<file path="config.mk">
export PLATFORM = sky130hd
export DESIGN_NAME = mm2s_cmd_arbiter
export DESIGN_NICKNAME = d
export VERILOG_FILES = /design/src/rtl/mm2s_arb_pkg.sv /design/src/rtl/mm2s_tag_fifo.sv /design/src/rtl/mm2s_cmd_arbiter.sv
export SDC_FILE = /design/constraint.sdc
export NUM_CORES = 1
export LEC_CHECK = 0
export BUFFER_PORTS_ARGS = -buffer_cell sky130_fd_sc_hd__buf_2
export CORE_AREA = 2 2 133 135
export CTS_CLUSTER_DIAMETER = 100
export DETAILED_ROUTE_END_ITERATION = 16
export DIE_AREA = 0 0 135 137
export GPL_TIMING_DRIVEN = 0
export HOLD_SLACK_MARGIN = 0.03
export SETUP_SLACK_MARGIN = 0.05
export SLEW_MARGIN = 20
export SYNTH_ARGS = -nofsm -noshare
export SYNTH_HDL_FRONTEND = slang
export SYNTH_SLANG_ARGS = --single-unit
</file>
<file path="constraint.sdc">
create_clock -name memclk -period 3.25 [get_ports memclk]
set_clock_uncertainty 0.2 [all_clocks]
set_input_delay 0.975 -clock memclk [delete_from_list [all_inputs] [get_ports memclk]]
set_output_delay 0.975 -clock memclk [all_outputs]
set_load 0.01 [all_outputs]
</file>
<file path="src/rtl/mm2s_arb_pkg.sv">
// Shared definitions for the MM2S command arbiter: DataMover command/status
// field positions and the routing tag layout stamped into each command.
package mm2s_arb_pkg;

  localparam int unsigned CMD_W    = 72;
  localparam int unsigned STS_W    = 8;

  localparam int unsigned TAG_LSB  = 64;
  localparam int unsigned TAG_W    = 4;
  localparam int unsigned BTT_W    = 23;
  localparam int unsigned ADDR_LSB = 32;

  localparam int unsigned STS_OKAY   = 7;
  localparam int unsigned STS_SLVERR = 6;
  localparam int unsigned STS_DECERR = 5;
  localparam int unsigned STS_INTERR = 4;

  typedef struct packed {
    logic [1:0] seq;
    logic [1:0] id;
  } tag_t;

  typedef enum logic {
    ST_IDLE,
    ST_ISSUE
  } arb_state_e;

endpackage

</file>
<file path="src/rtl/mm2s_tag_fifo.sv">
// Register FIFO holding the tags of commands issued but not yet answered by
// a status beat; the head selects where the next status is routed.
module mm2s_tag_fifo
  import mm2s_arb_pkg::*;
#(
  parameter int unsigned DEPTH = 4
) (
  input  logic       clk_i,
  input  logic       rst_n_i,
  input  logic       push_i,
  input  tag_t       din_i,
  input  logic       pop_i,
  output tag_t       head_o,
  output logic       empty_o,
  output logic [3:0] count_o
);

  localparam int unsigned PW = (DEPTH > 1) ? $clog2(DEPTH) : 1;

  tag_t          mem_q [DEPTH];
  logic [PW-1:0] wr_ptr_q, wr_ptr_d;
  logic [PW-1:0] rd_ptr_q, rd_ptr_d;
  logic [3:0]    count_q, count_d;
  logic          do_push, do_pop;

  function automatic logic [PW-1:0] ptr_inc(input logic [PW-1:0] p);
    return (p == PW'(DEPTH - 1)) ? '0 : p + 1'b1;
  endfunction

  assign empty_o = (count_q == '0);
  assign do_push = push_i && (32'(count_q) < DEPTH);
  assign do_pop  = pop_i && !empty_o;
  assign head_o  = mem_q[rd_ptr_q];
  assign count_o = count_q;

  always_comb begin
    wr_ptr_d = wr_ptr_q;
    rd_ptr_d = rd_ptr_q;
    count_d  = count_q;
    if (do_push) wr_ptr_d = ptr_inc(wr_ptr_q);
    if (do_pop)  rd_ptr_d = ptr_inc(rd_ptr_q);
    if (do_push && !do_pop)      count_d = count_q + 4'd1;
    else if (do_pop && !do_push) count_d = count_q - 4'd1;
  end

  always_ff @(posedge clk_i) begin
    if (!rst_n_i) begin
      wr_ptr_q <= '0;
      rd_ptr_q <= '0;
      count_q  <= '0;
    end else begin
      wr_ptr_q <= wr_ptr_d;
      rd_ptr_q <= rd_ptr_d;
      count_q  <= count_d;
    end
  end

  always_ff @(posedge clk_i) begin
    if (do_push) mem_q[wr_ptr_q] <= din_i;
  end

endmodule

</file>
<file path="src/rtl/mm2s_cmd_arbiter.sv">
// Shares one DataMover MM2S command/status pair between NREQ requesters:
// arbitrates and tags commands, routes each status beat back by FIFO head tag.
module mm2s_cmd_arbiter
  import mm2s_arb_pkg::*;
#(
  parameter int unsigned NREQ            = 3,
  parameter int unsigned MAX_OUTSTANDING = 4,
  parameter              PRIO0           = "TRUE"
) (
  input  logic                  memclk,
  input  logic                  aresetn,
  input  logic [CMD_W*NREQ-1:0] s_cmd_tdata,
  input  logic [NREQ-1:0]       s_cmd_tvalid,
  output logic [NREQ-1:0]       s_cmd_tready,
  output logic [CMD_W-1:0]      m_cmd_tdata,
  output logic                  m_cmd_tvalid,
  input  logic                  m_cmd_tready,
  input  logic [STS_W-1:0]      s_sts_tdata,
  input  logic                  s_sts_tvalid,
  output logic                  s_sts_tready,
  output logic [STS_W*NREQ-1:0] m_sts_tdata,
  output logic [NREQ-1:0]       m_sts_tvalid,
  input  logic [NREQ-1:0]       m_sts_tready,
  output logic [3:0]            outstanding_o,
  output logic                  err_o,
  input  logic                  err_clr_i
);

  localparam bit PRIO0_EN = (PRIO0 == "TRUE");

  arb_state_e state_q, state_d;
  logic [1:0] grant_q, grant_d;
  logic [1:0] last_q, last_d;
  logic [1:0] seq_q, seq_d;
  logic       err_q, err_d;

  logic [1:0]       arb_id;
  logic             arb_hit;
  logic [CMD_W-1:0] sel_cmd;
  tag_t             cur_tag;
  tag_t             head;
  logic             fifo_empty;
  logic             cmd_hs, sts_hs, sts_pop, new_err;

  // Round-robin as two passes: requesters above last grant first, then wrap.
  always_comb begin
    arb_id  = '0;
    arb_hit = 1'b0;
    if (PRIO0_EN && s_cmd_tvalid[0]) begin
      arb_hit = 1'b1;
    end else begin
      for (int unsigned j = 0; j < NREQ; j++) begin
        if (!arb_hit && s_cmd_tvalid[j] && (j > 32'(last_q)) && !(PRIO0_EN && j == 0)) begin
          arb_hit = 1'b1;
          arb_id  = 2'(j);
        end
      end
      for (int unsigned j = 0; j < NREQ; j++) begin
        if (!arb_hit && s_cmd_tvalid[j] && (j <= 32'(last_q)) && !(PRIO0_EN && j == 0)) begin
          arb_hit = 1'b1;
          arb_id  = 2'(j);
        end
      end
    end
  end

  always_comb begin
    sel_cmd = '0;
    for (int unsigned j = 0; j < NREQ; j++) begin
      if (2'(j) == grant_q) sel_cmd = s_cmd_tdata[j*CMD_W +: CMD_W];
    end
  end

  assign cur_tag = '{seq: seq_q, id: grant_q};

  always_comb begin
    m_cmd_tdata                    = sel_cmd;
    m_cmd_tdata[TAG_LSB +: TAG_W]  = cur_tag;
    m_cmd_tvalid                   = (state_q == ST_ISSUE);
    for (int unsigned j = 0; j < NREQ; j++) begin
      s_cmd_tready[j] = (state_q == ST_ISSUE) && (2'(j) == grant_q) && m_cmd_tready;
    end
  end

  assign cmd_hs = (state_q == ST_ISSUE) && m_cmd_tready;

  always_comb begin
    state_d = state_q;
    grant_d = grant_q;
    last_d  = last_q;
    seq_d   = seq_q;
    unique case (state_q)
      ST_IDLE: begin
        if ((32'(outstanding_o) < MAX_OUTSTANDING) && arb_hit) begin
          grant_d = arb_id;
          state_d = ST_ISSUE;
        end
      end
      ST_ISSUE: begin
        if (m_cmd_tready) begin
          seq_d   = seq_q + 2'd1;
          last_d  = grant_q;
          state_d = ST_IDLE;
        end
      end
      default: state_d = ST_IDLE;
    endcase
  end

  // Orphan beats are accepted and dropped so the DataMover never stalls.
  always_comb begin
    s_sts_tready = fifo_empty;
    for (int unsigned j = 0; j < NREQ; j++) begin
      m_sts_tvalid[j] = !fifo_empty && (head.id == 2'(j)) && s_sts_tvalid;
      if (!fifo_empty && head.id == 2'(j)) s_sts_tready = m_sts_tready[j];
    end
  end

  assign m_sts_tdata = {NREQ{s_sts_tdata}};
  assign sts_hs      = s_sts_tvalid && s_sts_tready;
  assign sts_pop     = sts_hs && !fifo_empty;
  assign new_err     = sts_hs && (fifo_empty
                                  || (s_sts_tdata[TAG_W-1:0] != head)
                                  || (|s_sts_tdata[STS_SLVERR:STS_INTERR]));
  assign err_d       = (err_q && !err_clr_i) || new_err;
  assign err_o       = err_q;

  always_ff @(posedge memclk) begin
    if (!aresetn) begin
      state_q <= ST_IDLE;
      grant_q <= '0;
      last_q  <= '0;
      seq_q   <= '0;
      err_q   <= 1'b0;
    end else begin
      state_q <= state_d;
      grant_q <= grant_d;
      last_q  <= last_d;
      seq_q   <= seq_d;
      err_q   <= err_d;
    end
  end

  mm2s_tag_fifo #(
    .DEPTH (MAX_OUTSTANDING)
  ) u_tag_fifo (
    .clk_i   (memclk),
    .rst_n_i (aresetn),
    .push_i  (cmd_hs),
    .din_i   (cur_tag),
    .pop_i   (sts_pop),
    .head_o  (head),
    .empty_o (fifo_empty),
    .count_o (outstanding_o)
  );

endmodule

</file>
---- Yosys cells after proc, flatten, opt, wreduce, memory -nomap -nowiden ----
Memories as Yosys holds them, arrays and structs flattened. A register that Yosys moved wholly into a read port is not among the register bits.
Index checks and enable logic that the tools add are counted.
word-level totals
  register bits ........................... 16
  bits in writable memories ............... 16
  output and inout bits ................... 109
  memories ................................ 1
memory list
  memory            words  width  read ports  clocked after memory_dff  wr ports  RTL line             source
  u_tag_fifo.mem_q  4      4      1           1                         1         mm2s_tag_fifo.sv:20  tag_t mem_q [DEPTH];
cells by class
  $add $sub $neg .......................... 5
  $lt $le $gt $ge ......................... 5
  equality and inequality tests ........... 7
  muxes and demuxes ....................... 30
  bitwise operators ....................... 1
  reduce and logical (&&, ||, !) cells .... 46
operators by type and width
  operator               count
  $mux W72               3
  $logic_and A1 B1 Y1    29
  $mux W1                16
  $mux W2                8
  $mux W4                2
  $logic_not A1 Y1       7
  $add A2 B1 Y2 const B  3
  $eq A2 B2 Y1 const B   3
  $add A4 B1 Y4 const B  1
  $logic_not A2 Y1       2
  $logic_not A4 Y1       1
  $lt A4 B3 Y1 const B   1
  $ne A4 B4 Y1           1
  $reduce_and A2 Y1      2
  $sub A4 B1 Y4 const B  1
  $logic_or A1 B1 Y1     3
  $reduce_or A3 Y1       1
  $eq A1 B2 Y1 const A   1
  $eq A2 B1 Y1 const B   1
  $eq A2 B2 Y1 const A   1
  $gt A1 B2 Y1 const A   1
  $gt A2 B2 Y1 const A   1
  $le A1 B2 Y1 const A   1
  $le A2 B2 Y1 const A   1
  other kinds (3)        3

---- Depth between registers and ports, before layout ----
Gate-level depths: netlist of run 1.
  depth in word-level cells ............... 22
  depth in mapped cells ................... 13
  gate-level depth less buffers ........... 12

---- By module ----
A second synthesis of run 1 with hierarchy kept.
second synthesis, totals
  cell total of the unflattened synthesis .. 388
  area, all modules ....................... 3231.8 um2
modules (own cells, without submodules)
  module            times used  cells each  area each (um2)  seq. area each (um2)
  mm2s_cmd_arbiter  1           310         2085.8           160.2
  mm2s_tag_fifo     1           78          1146.1           680.7

---- Worst setup path after synthesis of run 1 ----
No wires, ideal clock.
  path type ............................... register to register
  start point ............................. register (tool-made name)
  end point ............................... register u_tag_fifo.count_q[3], in the netlist u_tag_fifo.count_o[3]
  library setup time ...................... 0.070 ns
  arrival ................................. 3.133 ns
  setup slack ............................. -0.153 ns
  stages on the path, launching flop included .. 14
  buffers on the path ..................... 1
  clock period less this slack ............ 3.403 ns
  cells stage by stage .................... dfxtp_1 buf_6 mux4_2 mux2_4 a221o_1 nand2_4 ha_1 inv_1 ha_1 a21o_1 a21oi_1 xnor2_1 or3_1 a21oi_1
RTL lines
  item                  RTL line             source
  end signal, assigned  mm2s_tag_fifo.sv:54  count_q <= count_d;
  end, declared         mm2s_tag_fifo.sv:23  logic [3:0] count_q, count_d;

==> metrics.md, run 1 <==
| Metric | Value |
|---|---|
| IO Pins | roughly 340 |
| DPL Wire Length | between 10,000 and 15,000 microns |
| DRC errors left | 0 |
| Slowest CP cell | mux4_2 |
| Yosys warning count | 0 |
| Post-synth top flop | dfxtp_1 |
| Required time of the critical path | 2.07 ns |
| Final Critical Period | approximately 3.2 ns |
| Final Net Count | 975 |
| CP Class | reg -> out |
| Synth top area cells | mux2i_1 (24%), edfxtp_1 (15%), dfxtp_1 (11%) |
| Placed Cells | 944 |
| PortBufs | between 300 and 400 |
| Initial Util | 18.57% |
| WL/cell | between 15 and 20 microns |
| Via/cell ratio | roughly 4.2 |
| Pins Over Slew Limit | 0 |
| Area fraction of the dominant cell type after synthesis | roughly a quarter |
| #FFs+latches synth | 34 |
| Total CTS buffers | 5 |
| Final cell count without fillers | 961 |
| Layout Utilization | between 30% and 40% |
| Lkg Pwr | between 2 and 3 nW |
| Full die area | ~18,000 sq um |
| Buf/Inv on CP | 1 |
| Die Wd | around 140 microns |
| Via count | 4,059 |
| ANT nets after route | 0 |
| Maximum achievable frequency | 313.5 MHz |
| Worst vdd ir | between 0.0002 and 0.00025 V |
| Count of final setup violators | 0 |
| Largest net degree at the start of global routing | 11 |
| Hold_buf cts | 0 |
| Row count | 48 |
| Post-synthesis sequential area ratio | between 20% and 30% |
| Area grow syn2layout | 71.43% |
| Layout cell share with drive strength beyond 1 | between 50% and 60% |
| PD cells | 445.0 nW/um^2 |
| Drt total wl | approximately 16,000 microns |
| CP endpoint kind | output port |
| Crit path arrival time | around 2 ns |
| Initial antenna violation count | 7 |
| GPL Wtd Cong | roughly 0.85 |
| Global route overflow | 0 |
| Synth area leader | mux2i_1 |
| Worst setup SP type | flip-flop |
| Cell Chain, Critical Path | mux4_2 -> mux2_4 -> a221o_1 -> buf_2 |
| Reg clk slew, reported paths | 0.05 ns |
| CP max stage delay | roughly 0.51 ns |
| CORE AREA | about 17,000 sq um |
| Mean Syn Cell Area | ~8.1 sq um |
| CTS Buffer Depth | 2 |
| GRT Overall Usage | 16.33% |
| Unrepaired setup endpoints after global routing | yes |
| Status | completed |
| Cell Area, Synth | approximately 3200 sq um |
| Final hold vios | 0 |
| Drt first pass iters | 5 |
| Slew HR | between 50% and 60% |
| Async S/R FF share, synth | 0% |
| Die H | 137 microns |
| CP delay by family, top | multiplexers |
| EDFF count, synth | 16 |
| Clk Latency, worst-skew pair | between 0.2 and 0.3 ns |
| Htree depth | 2 |
| Synth unique cells | 38 |
| Synth Net Count | 633 |
| Worst min-delay path class | reg -> reg |
| CTS Sinks | 34 |
| Total power | roughly 2.4 mW |
| Final Cycle Share | a little over nine tenths |
| Crit Path Max Fanout | 3 |
| DRT iter0 DRCs | 186 |
| Mapped Cells | 389 |
| First-pass GRT wire length | roughly 23,000 microns |
| Vias in the first global route | between 3,000 and 4,000 |
| Root buffer cell | clkbuf_16 |
| TritonCTS clock tree | built |
| Max Cap Violations | 0 |
| Least-Margin Pin Slew | approximately 0.63 ns |
-- what timing repair did --
action,in CTS,in global routing
pin swaps,6,3
setup buffers,3,4
endpoints found under the hold margin,0,0
setup endpoints to repair,74,43
resized for setup,31,16
-- cell usage after synthesis (3+ instances only) --
cell type  number
nor3_1          3
xor2_1          4
edfxtp_1       16
dfxtp_1        18
a21oi_1         9
buf_1           9
ha_1            8
and2_1          4
nand2_1        77
mux2_2          3
xnor2_1         5
nand3_1         4
clkbuf_1       17
mux2i_1        75
nor2_1         10
o21ai_0        70
nor3b_1         3
inv_1           5
buf_4          24
-- final cells by class --
cell class	count	area [sq um]
antenna	4	10.01
buffer	49	331.6
clock buffer	6	128.9
clock inverter	2	8.758
fill	1872	11630
inverter	5	21.27
multi-input combinational	299	2095
sequential	34	848.3
tap	225	281.5
timing repair buffer	337	1704
-- tightest hold or removal path: stages (launching register included) --
cell	delay, ns
dfxtp_1	0.31
nand2_1	0.05
a21oi_1	0.05
-- sequential cells by signal (all words and copies together) (netlist names), named ones only --
signal               cells
u_tag_fifo.rd_ptr_q      2
last_q                   2
grant_q                  2
seq_q                    2
m_cmd_tvalid             1
u_tag_fifo.mem_q        16
u_tag_fifo.wr_ptr_q      2
u_tag_fifo.count_o       4
err_o                    1
-- where the power goes --
part	total, mW	internal, mW	switching, mW
logic	1.38	0.680	0.703
registers	0.596	0.517	0.0790
clock network	0.437	0.279	0.157
-- metal layers --
layer	track usage (%)	routed length (microns)
met1	19.96	6460
met2	27.81	7755
met3	4.741	1362
met5	0	37
met4	4.977	285
-- kinds of logic (layout without fill, tap and decap cells) --
family                   count (synthesis)  in the layout  synth area share [%]
adder cells (fa/ha/maj)                  9              9                 3.793
other                                    0              4                     0
multiplexers                            82             82                 27.50
AND/OR/NAND/NOR                        115            115                 16.08
XOR/XNOR                                 9              9                 2.489
buffers and inverters                   56            399                 9.719
AO/OA/AOI/OAI                           84             84                 13.87
flip-flops                              34             34                 26.55
-- metrics by stage --
step	cell area, sq um	setup slack, ns	hold slack [ns]	TNS, ns
6_report	5429	0.06063	0.2686	0
5_1_grt	5429	-0.02543	0.3103	-0.02543
4_1_cts	5378	0.00002798	0.2708	0
3_5_place_dp	5132	-0.9738	0.2654	-26.82
3_3_place_gp	5132	-0.9549	0.2535	-25.49
2_1_floorplan	3199	0.008989	0.2410	0
-- path summary, 6_finish.rpt --
path | slack (ns) | cells after the start | to | from
setup / recovery | 0.06 | 4 | s_sts_tready | u_tag_fifo.mem_q[3][1]$_DFFE_PP_
hold / removal | 0.27 | 2 | last_q[1]$_SDFFE_PN0P_ | last_q[1]$_SDFFE_PN0P_
setup reg to reg | 0.09 | 12 | u_tag_fifo.count_o[3]$_SDFFE_PN0P_ | u_tag_fifo.mem_q[3][1]$_DFFE_PP_
hold reg to reg | 0.27 | 2 | last_q[1]$_SDFFE_PN0P_ | last_q[1]$_SDFFE_PN0P_
-- cells in the final DEF, fill, tap and decap left out, drive strengths merged --
| master | instances |
|---|---|
| a21o | 1 |
| a21oi | 9 |
| a221o | 1 |
| a41o | 1 |
| and2 | 4 |
| and2b | 1 |
| and3 | 1 |
| buf | 373 |
| clkbuf | 19 |
| clkinv | 2 |
| dfxtp | 18 |
| diode | 4 |
| edfxtp | 16 |
| fa | 1 |
| ha | 8 |
| inv | 5 |
| mux2 | 4 |
| mux2i | 75 |
| mux4 | 3 |
| nand2 | 78 |
| nand2b | 2 |
| nand3 | 4 |
| nand3b | 1 |
| nand4b | 2 |
| nor2 | 10 |
| nor2b | 2 |
| nor3 | 3 |
| nor3b | 3 |
| nor4 | 2 |
| o21ai | 70 |
| o311ai | 1 |
| o31ai | 1 |
| or3 | 2 |
| xnor2 | 5 |
| xor2 | 4 |
Note: power is estimated with default switching activity, not from simulation.
==> inputs of run 2 (changes only) <==
==> constraint.sdc (replaced) <==
create_clock -name memclk -period 3.25 [get_ports memclk]
set_clock_uncertainty 0.2 [all_clocks]
set_input_delay 0.1625 -clock memclk [delete_from_list [all_inputs] [get_ports memclk]]
set_output_delay 0.1625 -clock memclk [all_outputs]
set_load 0.01 [all_outputs]
==> run 2 against run 1 <==
Routed wire length is 1.1% higher. Sequential power is 0.8% lower. Worst setup slack better by 0.024 ns. Utilization down 0.073 points. Critical endpoint is now u_tag_fifo.count_o[3]$_SDFFE_PN0P_. Largest power group unchanged.
==> metrics.md, run 2 (synthesis gave the netlist of run 1 again) <==
| Metric | Value |
|---|---|
| Layout cell share with drive strength beyond 1 | 52.23% (was 55.33%) |
| Slowest CP cell | mux4_2 (unchanged) |
| Root buffer cell | clkbuf_16 (unchanged) |
| Area of the multi-input gates | 2062 sq um (was 2095 sq um) |
| Placed Cells | 944 (unchanged) |
| Worst vdd ir | 0.0002553 V (was 0.0002206 V) |
| CP delay by family, top | multiplexers (unchanged) |
| Die H | 137 microns (unchanged) |
| DPL Wire Length | 13,690 microns (unchanged) |
| Via/cell ratio | 4.238 (was 4.224) |
| First-pass GRT wire length | 23,100 microns (was 22,970 microns) |
| Initial Util | 18.57% (unchanged) |
| Final instance area | 5416 sq um (was 5429 sq um) |
| WL/cell | 16.61 microns (was 16.55 microns) |
| Drt first pass iters | 4 (was 5) |
| Vias in the first global route | 3,929 (was 3,900) |
| CP max stage delay | 0.52 ns (was 0.51 ns) |
| Clk Latency, worst-skew pair | 0.27 ns (about the same) |
| Drt total wl | 16,070 microns (was 15,900 microns) |
| Total power | 2.417 mW (was 2.416 mW) |
| CP endpoint kind | flip-flop (was output port) |
| DRT iter0 DRCs | 159 (was 186) |
| PD cells | 446.3 nW/um^2 (was 445.0 nW/um^2) |
| IO Pins | 344 (unchanged) |
| Least-Margin Pin Slew | 0.7641 ns (was 0.6340 ns) |
| Hold Slack | 0.05166 ns (was 0.2686 ns) |
| Count of final setup violators | 0 (unchanged) |
| Pins Over Slew Limit | 0 (unchanged) |
| Total CTS buffers | 5 (unchanged) |
| Required time of the critical path | 3.26 ns (was 2.07 ns) |
| Slew HR | 49.06% (was 57.34%) |
| Final cell count without fillers | 968 (was 961) |
| Die Wd | 135 microns (unchanged) |
| Lkg Pwr | 2.491 nW (was 2.528 nW) |
| Storage element area | 842.1 sq um (was 848.3 sq um) |
| Buf/Inv on CP | 2 (was 1) |
| Max FFs per register | 16 (unchanged) |
| FILL cells | 1,862 (was 1,872) |
| DRC errors left | 0 (unchanged) |
| Cell Chain, Critical Path | buf_6 -> mux4_2 -> mux2_4 -> a221o_1 -> nand2_4 -> ha_4 -> inv_4 -> ha_4 -> a21o_1 -> a21oi_2 -> xnor2_1 -> or3_1 -> a21oi_1 (was mux4_2 -> mux2_4 -> a221o_1 -> buf_2) |
| Area grow syn2layout | 71.04% (was 71.43%) |
| Crit path arrival time | 3.17 ns (was 2.01 ns) |
| Unrepaired setup endpoints after global routing | yes (unchanged) |
| CORE AREA | 17,060 sq um (unchanged) |
| Global route overflow | 0 (unchanged) |
| Final TNS setup | 0 ns (unchanged) |
| PortBufs | 330 (unchanged) |
| GPL Wtd Cong | 0.8531 (unchanged) |
| Full die area | 18,500 sq um (unchanged) |
| Status | completed (unchanged) |
| Largest net degree at the start of global routing | 11 (unchanged) |
| Worst min-delay path class | in -> reg (was reg -> reg) |
| TritonCTS clock tree | built (unchanged) |
| Commonest non-fill, non-tap cell in the layout | buf_2 (unchanged) |
| Maximum achievable frequency | 315.9 MHz (was 313.5 MHz) |
| Reg clk slew, reported paths | 0.05 ns (about the same) |
| Critical Path Most Common Cell | ha_4 |
| GRT Overall Usage | 16.40% (was 16.33%) |
| Most frequent cells in the layout | buf_2 (330), nand2_1 (77), mux2i_1 (73) (was buf_2 (337), nand2_1 (77), mux2i_1 (70)) |
| CTS Buffer Depth | 2 (unchanged) |
| Top reg by flops | u_tag_fifo.mem_q (unchanged) |
| Row count | 48 (unchanged) |
| Final Net Count | 982 (was 975) |
| ANT nets after route | 0 (unchanged) |
| Max Cap Violations | 0 (unchanged) |
| Final Cycle Share | 97.40% (was 98.13%) |
| CP Class | reg -> reg (was reg -> out) |
| Worst setup SP type | flip-flop (unchanged) |
| Final Critical Period | 3.165 ns (was 3.189 ns) |
| Final hold vios | 0 (unchanged) |
| Initial antenna violation count | 7 (unchanged) |
| Area after DPL | 5132 sq um (unchanged) |
| Crit Path Max Fanout | 3 (unchanged) |
| Htree depth | 2 (unchanged) |
| CTS Sinks | 34 (unchanged) |
| Via count | 4,102 (was 4,059) |
## run 2: stage by stage
| stage | utilization [%] | worst slack, ns |
|---|---|---|
| floorplan | - | 0.008989 |
| global placement | 30.09 | -0.1424 |
| detailed placement | 30.09 | -0.1613 |
| CTS | 31.57 | 0.01693 |
| global route | 31.76 | -0.04324 |
| finish | 31.76 | 0.08459 |
## run 2: final timing paths
check	cells after the start	slack, ns	to	start
min	3	0.05	last_q[1]$_SDFFE_PN0P_	aresetn
max reg2reg	13	0.08	u_tag_fifo.count_o[3]$_SDFFE_PN0P_	flip-flop
max	13	0.08	u_tag_fifo.count_o[3]$_SDFFE_PN0P_	flip-flop
min reg2reg	2	0.27	last_q[1]$_SDFFE_PN0P_	last_q[1]$_SDFFE_PN0P_
## run 2: repair_timing
action,in CTS,in global routing
setup endpoints to repair,20,11
hold buffers,8,0
pin swaps,6,4
resized for setup,4,3
setup buffers,4,2
endpoints found under the hold margin,9,0
## run 2: worst register-to-register path: cells and delay by family (launching register included)
kind	cells	cell delay, ns
multiplexers	2	0.84
AO/OA/AOI/OAI	4	0.76
AND/OR/NAND/NOR	2	0.41
adder cells (fa/ha/maj)	2	0.36
flip-flops	1	0.32
buffers and inverters	2	0.14
XOR/XNOR	1	0.08
## run 2: layout make-up
cell class                 count  area share, %
antenna                        4         0.1848
buffer                        49          5.267
clock buffer                   6          2.379
clock inverter                 2         0.1617
inverter                       5         0.3927
multi-input combinational    299          38.07
sequential                    34          15.55
tap                          225          5.198
timing repair buffer         344          32.80
## run 2: per-layer routing
layer	track usage (%)	vias up	wire length [microns]
li1	-	2043	-
met1	20.07	1828	6456
met2	28.03	205	7842
met3	4.741	20	1452
met4	4.745	6	285
met5	0	-	37
## run 2: report_power, final
part           total (mW)  switching [mW]  internal (mW)
clock               0.438           0.159          0.279
combinational        1.39           0.705          0.683
sequential          0.591          0.0748          0.516
==> inputs of run 3 (changes only) <==
ABC_AREA = 1   (was unset)
CORE_AREA = 2 2 132 134   (was 2 2 133 135)
CTS_CLUSTER_DIAMETER = 120   (was 100)
DIE_AREA = 0 0 134 136   (was 0 0 135 137)
==> run 3 against run 2 <==
Register-to-register slack gained 0.37 ns. Critical path depth grew 6. Final area shrank 2.4%. Cell count grew 13%. Area after synthesis shrank 1.7%. Largest power group unchanged.
==> metrics.md, run 3 <==
| Metric | Value |
|---|---|
| Vias in the first global route | 4,060 (was 3,929) |
| DRT iter0 DRCs | 176 (was 159) |
| ANT nets after route | 0 (unchanged) |
| Critical Path Most Common Cell | nand2_1 (was ha_4) |
| CORE AREA | 16,880 sq um (was 17,060 sq um) |
| CP endpoint kind | flip-flop (unchanged) |
| Final Critical Period | 2.799 ns (was 3.165 ns) |
| CP delay by family, top | simple AND/OR/NAND/NOR gates (was multiplexers) |
| Cell Area, Synth | 3114 sq um (was 3167 sq um) |
| Max Cap Violations | 0 (unchanged) |
| Commonest cells in the netlist | nand2_1 (250), nand3_1 (78), buf_4 (24), inv_1 (24), nor2_1 (21) (was nand2_1 (77), mux2i_1 (75), o21ai_0 (70)) |
| Final worst slack | 0.4514 ns (was 0.08459 ns) |
| Worst vdd ir | 0.0003572 V (was 0.0002553 V) |
| DPL Wire Length | 12,420 microns (was 13,690 microns) |
| Mean Syn Cell Area | 6.000 sq um (was 8.141 sq um) |
| Least-Margin Pin Slew | 0.5892 ns (was 0.7641 ns) |
| Area of the multi-input gates | 1882 sq um (was 2062 sq um) |
| Mapped Cells | 519 (was 389) |
| IO Pins | 344 (unchanged) |
| Synth area leader | nand2_1 (was mux2i_1) |
| CTS Sinks | 34 (unchanged) |
| Buf/Inv on CP | 3 (was 2) |
| Hold_buf cts | 4 (was 8) |
| Commonest non-fill, non-tap cell in the layout | buf_2 (unchanged) |
| Largest net degree at the start of global routing | 13 (was 11) |
| Final Cycle Share | 86.11% (was 97.40%) |
| Post-place setup slack | 0.3939 ns (was -0.1613 ns) |
| Initial Util | 18.45% (was 18.57%) |
| Reg clk slew, reported paths | 0.06 ns (was 0.05 ns) |
| CTS Buffer Depth | 2 (unchanged) |
| Post-synthesis sequential area ratio | 27.00% (was 26.55%) |
| FILL cells | 1,895 (was 1,862) |
| Layout cell share with drive strength beyond 1 | 45.53% (was 52.23%) |
| Root buffer cell | clkbuf_16 (unchanged) |
| Synth Net Count | 763 (was 633) |
| TritonCTS clock tree | built (unchanged) |
| Yosys warning count | 0 (unchanged) |
| Crit path arrival time | 2.77 ns (was 3.17 ns) |
| Slew HR | 60.57% (was 49.06%) |
| Storage element area | 840.8 sq um (was 842.1 sq um) |
| Synth unique cells | 33 (was 38) |
| Die H | 136 microns (was 137 microns) |
| Drt first pass iters | 4 (unchanged) |
| GRT Overall Usage | 14.86% (was 16.40%) |
| Worst min-delay path class | in -> reg (unchanged) |
| Via/cell ratio | 4.084 (was 4.238) |
| PortBufs | 330 (unchanged) |
| Final TNS setup | 0 ns (unchanged) |
| Synth top area cells | nand2_1 (30%), edfxtp_1 (15%), nand3_1 (13%) (was mux2i_1 (24%), edfxtp_1 (15%), dfxtp_1 (11%)) |
| Htree depth | 2 (unchanged) |
| Synth Area in Simple Gates | 51.10% (was 16.08%) |
| Final Net Count | 1,104 (was 982) |
| Slowest CP cell | dfxtp_1 (was mux4_2) |
| PD cells | 731.0 nW/um^2 (was 446.3 nW/um^2) |
| Worst setup SP type | flip-flop (unchanged) |
| Crit Path Max Fanout | 7 (was 3) |
| Adder-Cell Fraction of Synth Area | 3.857% (was 3.793%) |
| Setup repair bufs after CTS | 0 (was 4) |
| Top reg by flops | u_tag_fifo.mem_q (unchanged) |
| Via count | 4,447 (was 4,102) |
| Lkg Pwr | 2.936 nW (was 2.491 nW) |
| Cell Chain, Critical Path | inv_1 -> nand2_1 -> nor2_4 -> inv_1 -> nand2_2 -> nand3_2 -> nand2_4 -> nand2_2 -> ha_1 -> inv_1 -> ha_1 -> nand2_1 -> nand2_1 -> a21oi_1 -> nor2_1 -> nor2_1 -> nand2_1 -> o21ai_0 -> a21oi_1 (was buf_6 -> mux4_2 -> mux2_4 -> a221o_1 -> nand2_4 -> ha_4 -> inv_4 -> ha_4 -> a21o_1 -> a21oi_2 -> xnor2_1 -> or3_1 -> a21oi_1) |
| Most frequent cells in the layout | buf_2 (339), nand2_1 (250), nand3_1 (78) (was buf_2 (330), nand2_1 (77), mux2i_1 (73)) |
| Max FFs per register | 16 (unchanged) |
| Post-synth top flop | dfxtp_1 (unchanged) |
| Maximum achievable frequency | 357.3 MHz (was 315.9 MHz) |
| CP Class | reg -> reg (unchanged) |
| Drt total wl | 14,460 microns (was 16,070 microns) |
| Post-CTS sizing | 0 (was 4) |
| Initial antenna violation count | 4 (was 7) |
| Largest family of logic cells by synthesized area | simple AND/OR/NAND/NOR gates (was multiplexers) |
| GPL Wtd Cong | 0.8149 (was 0.8531) |
| Total power | 3.866 mW (was 2.417 mW) |
| Count leader, synth | nand2_1 (unchanged) |
| Full die area | 18,220 sq um (was 18,500 sq um) |
| Unrepaired setup endpoints after global routing | no (was yes) |
| Status | completed (unchanged) |
| Pins Over Slew Limit | 0 (unchanged) |
| XOR/XNOR Fraction of Synth Area | 0.8437% (was 2.489%) |
| CP max stage delay | 0.31 ns (was 0.52 ns) |
| Area grow syn2layout | 69.83% (was 71.04%) |
| Post-synthesis mux area share | 0% (was 27.50%) |
| EDFF count, synth | 16 (unchanged) |
| Total CTS buffers | 5 (unchanged) |
| Die Wd | 134 microns (was 135 microns) |
| Area fraction of the dominant cell type after synthesis | 30.13% (was 23.71%) |
| DRC errors left | 0 (unchanged) |
| Row count | 48 (unchanged) |
| Final hold vios | 0 (unchanged) |
| #FFs+latches synth | 34 (unchanged) |
| Async S/R FF share, synth | 0% (unchanged) |
| Count of final setup violators | 0 (unchanged) |
| Synth Area in Compound Gates | 4.620% (was 13.87%) |
| WL/cell | 13.28 microns (was 16.61 microns) |
| Clk Latency, worst-skew pair | 0.28 ns (was 0.27 ns) |
| Global route overflow | 0 (unchanged) |
| Required time of the critical path | 3.22 ns (was 3.26 ns) |
| First-pass GRT wire length | 21,400 microns (was 23,100 microns) |
==> run 3: report_power, final <==
group	switching (mW)	internal (mW)	total (mW)
sequential	0.0785	0.535	0.613
combinational	1.64	1.00	2.64
clock	0.177	0.440	0.617
total	1.89	1.97	3.87
==> run 3: kinds of logic (layout without fill, tap and decap cells) <==
family | Yosys count | in the layout
buffers and inverters | 74 | 416
AOI/OAI and AO/OA | 26 | 26
xor gates and xnor gates | 3 | 3
DFF | 34 | 34
adders and majority gates | 9 | 9
and+or+nand+nor | 373 | 373
other | 0 | 3
==> run 3: area by class of cell <==
class                           count  area share [%]
Multi-Input combinational cell    411           35.58
Timing Repair Buffer              334           31.98
Sequential cell                    34           15.90
Buffer                             46           5.323
Tap cell                          225           5.323
Clock buffer                        5           2.366
Inverter                           28           2.082
Clock inverter                      3           1.301
Antenna cell                        3          0.1419
==> run 3: path summary, 6_finish.rpt <==
kind | endpoint | startpoint | depth (start not counted) | slack, ns
setup reg to reg | u_tag_fifo.count_o[3]$_SDFFE_PN0P_ | u_tag_fifo.count_o[3]$_SDFFE_PN0P_ | 19 | 0.45
setup / recovery | u_tag_fifo.count_o[3]$_SDFFE_PN0P_ | u_tag_fifo.count_o[3]$_SDFFE_PN0P_ | 19 | 0.45
hold reg to reg | last_q[0]$_SDFFE_PN0P_ | last_q[0]$_SDFFE_PN0P_ | 2 | 0.28
hold / removal | grant_q[0]$_SDFFE_PN0P_ | s_cmd_tvalid[1] | 3 | 0.07
==> run 3: worst register-to-register path: stages, from the launching register on <==
cell	delay [ns]
dfxtp_1	0.31
inv_1	0.08
nand2_1	0.16
nor2_4	0.22
inv_1	0.10
nand2_2	0.09
nand3_2	0.09
nand2_4	0.11
nand2_2	0.07
ha_1	0.24
inv_1	0.12
ha_1	0.24
nand2_1	0.07
nand2_1	0.04
a21oi_1	0.16
nor2_1	0.06
nor2_1	0.08
nand2_1	0.06
o21ai_0	0.14
a21oi_1	0.05
==> run 3: layer usage <==
layer / wire, microns / vias up / track usage (%)
li1: - / 2325 / -
met1: 5952 / 1914 / 18.40
met2: 7236 / 195 / 26.35
met3: 1090 / 11 / 3.318
met4: 168 / 2 / 3.191
met5: 13 / - / 0
==> run 3: per-stage QoR <==
stage / util [%] / hold WS, ns / cell area, sq um / cells
finish: 31.34 / 0.06696 / 5289 / 1089
detailed placement: 29.91 / 0.2267 / 5047 / 1074
global route: 31.32 / 0.09699 / 5286 / 1088
CTS: 31.29 / 0.06096 / 5281 / 1086
floorplan: - / 0.09206 / 3114 / 519
global placement: 29.91 / 0.2284 / 5047 / 1074
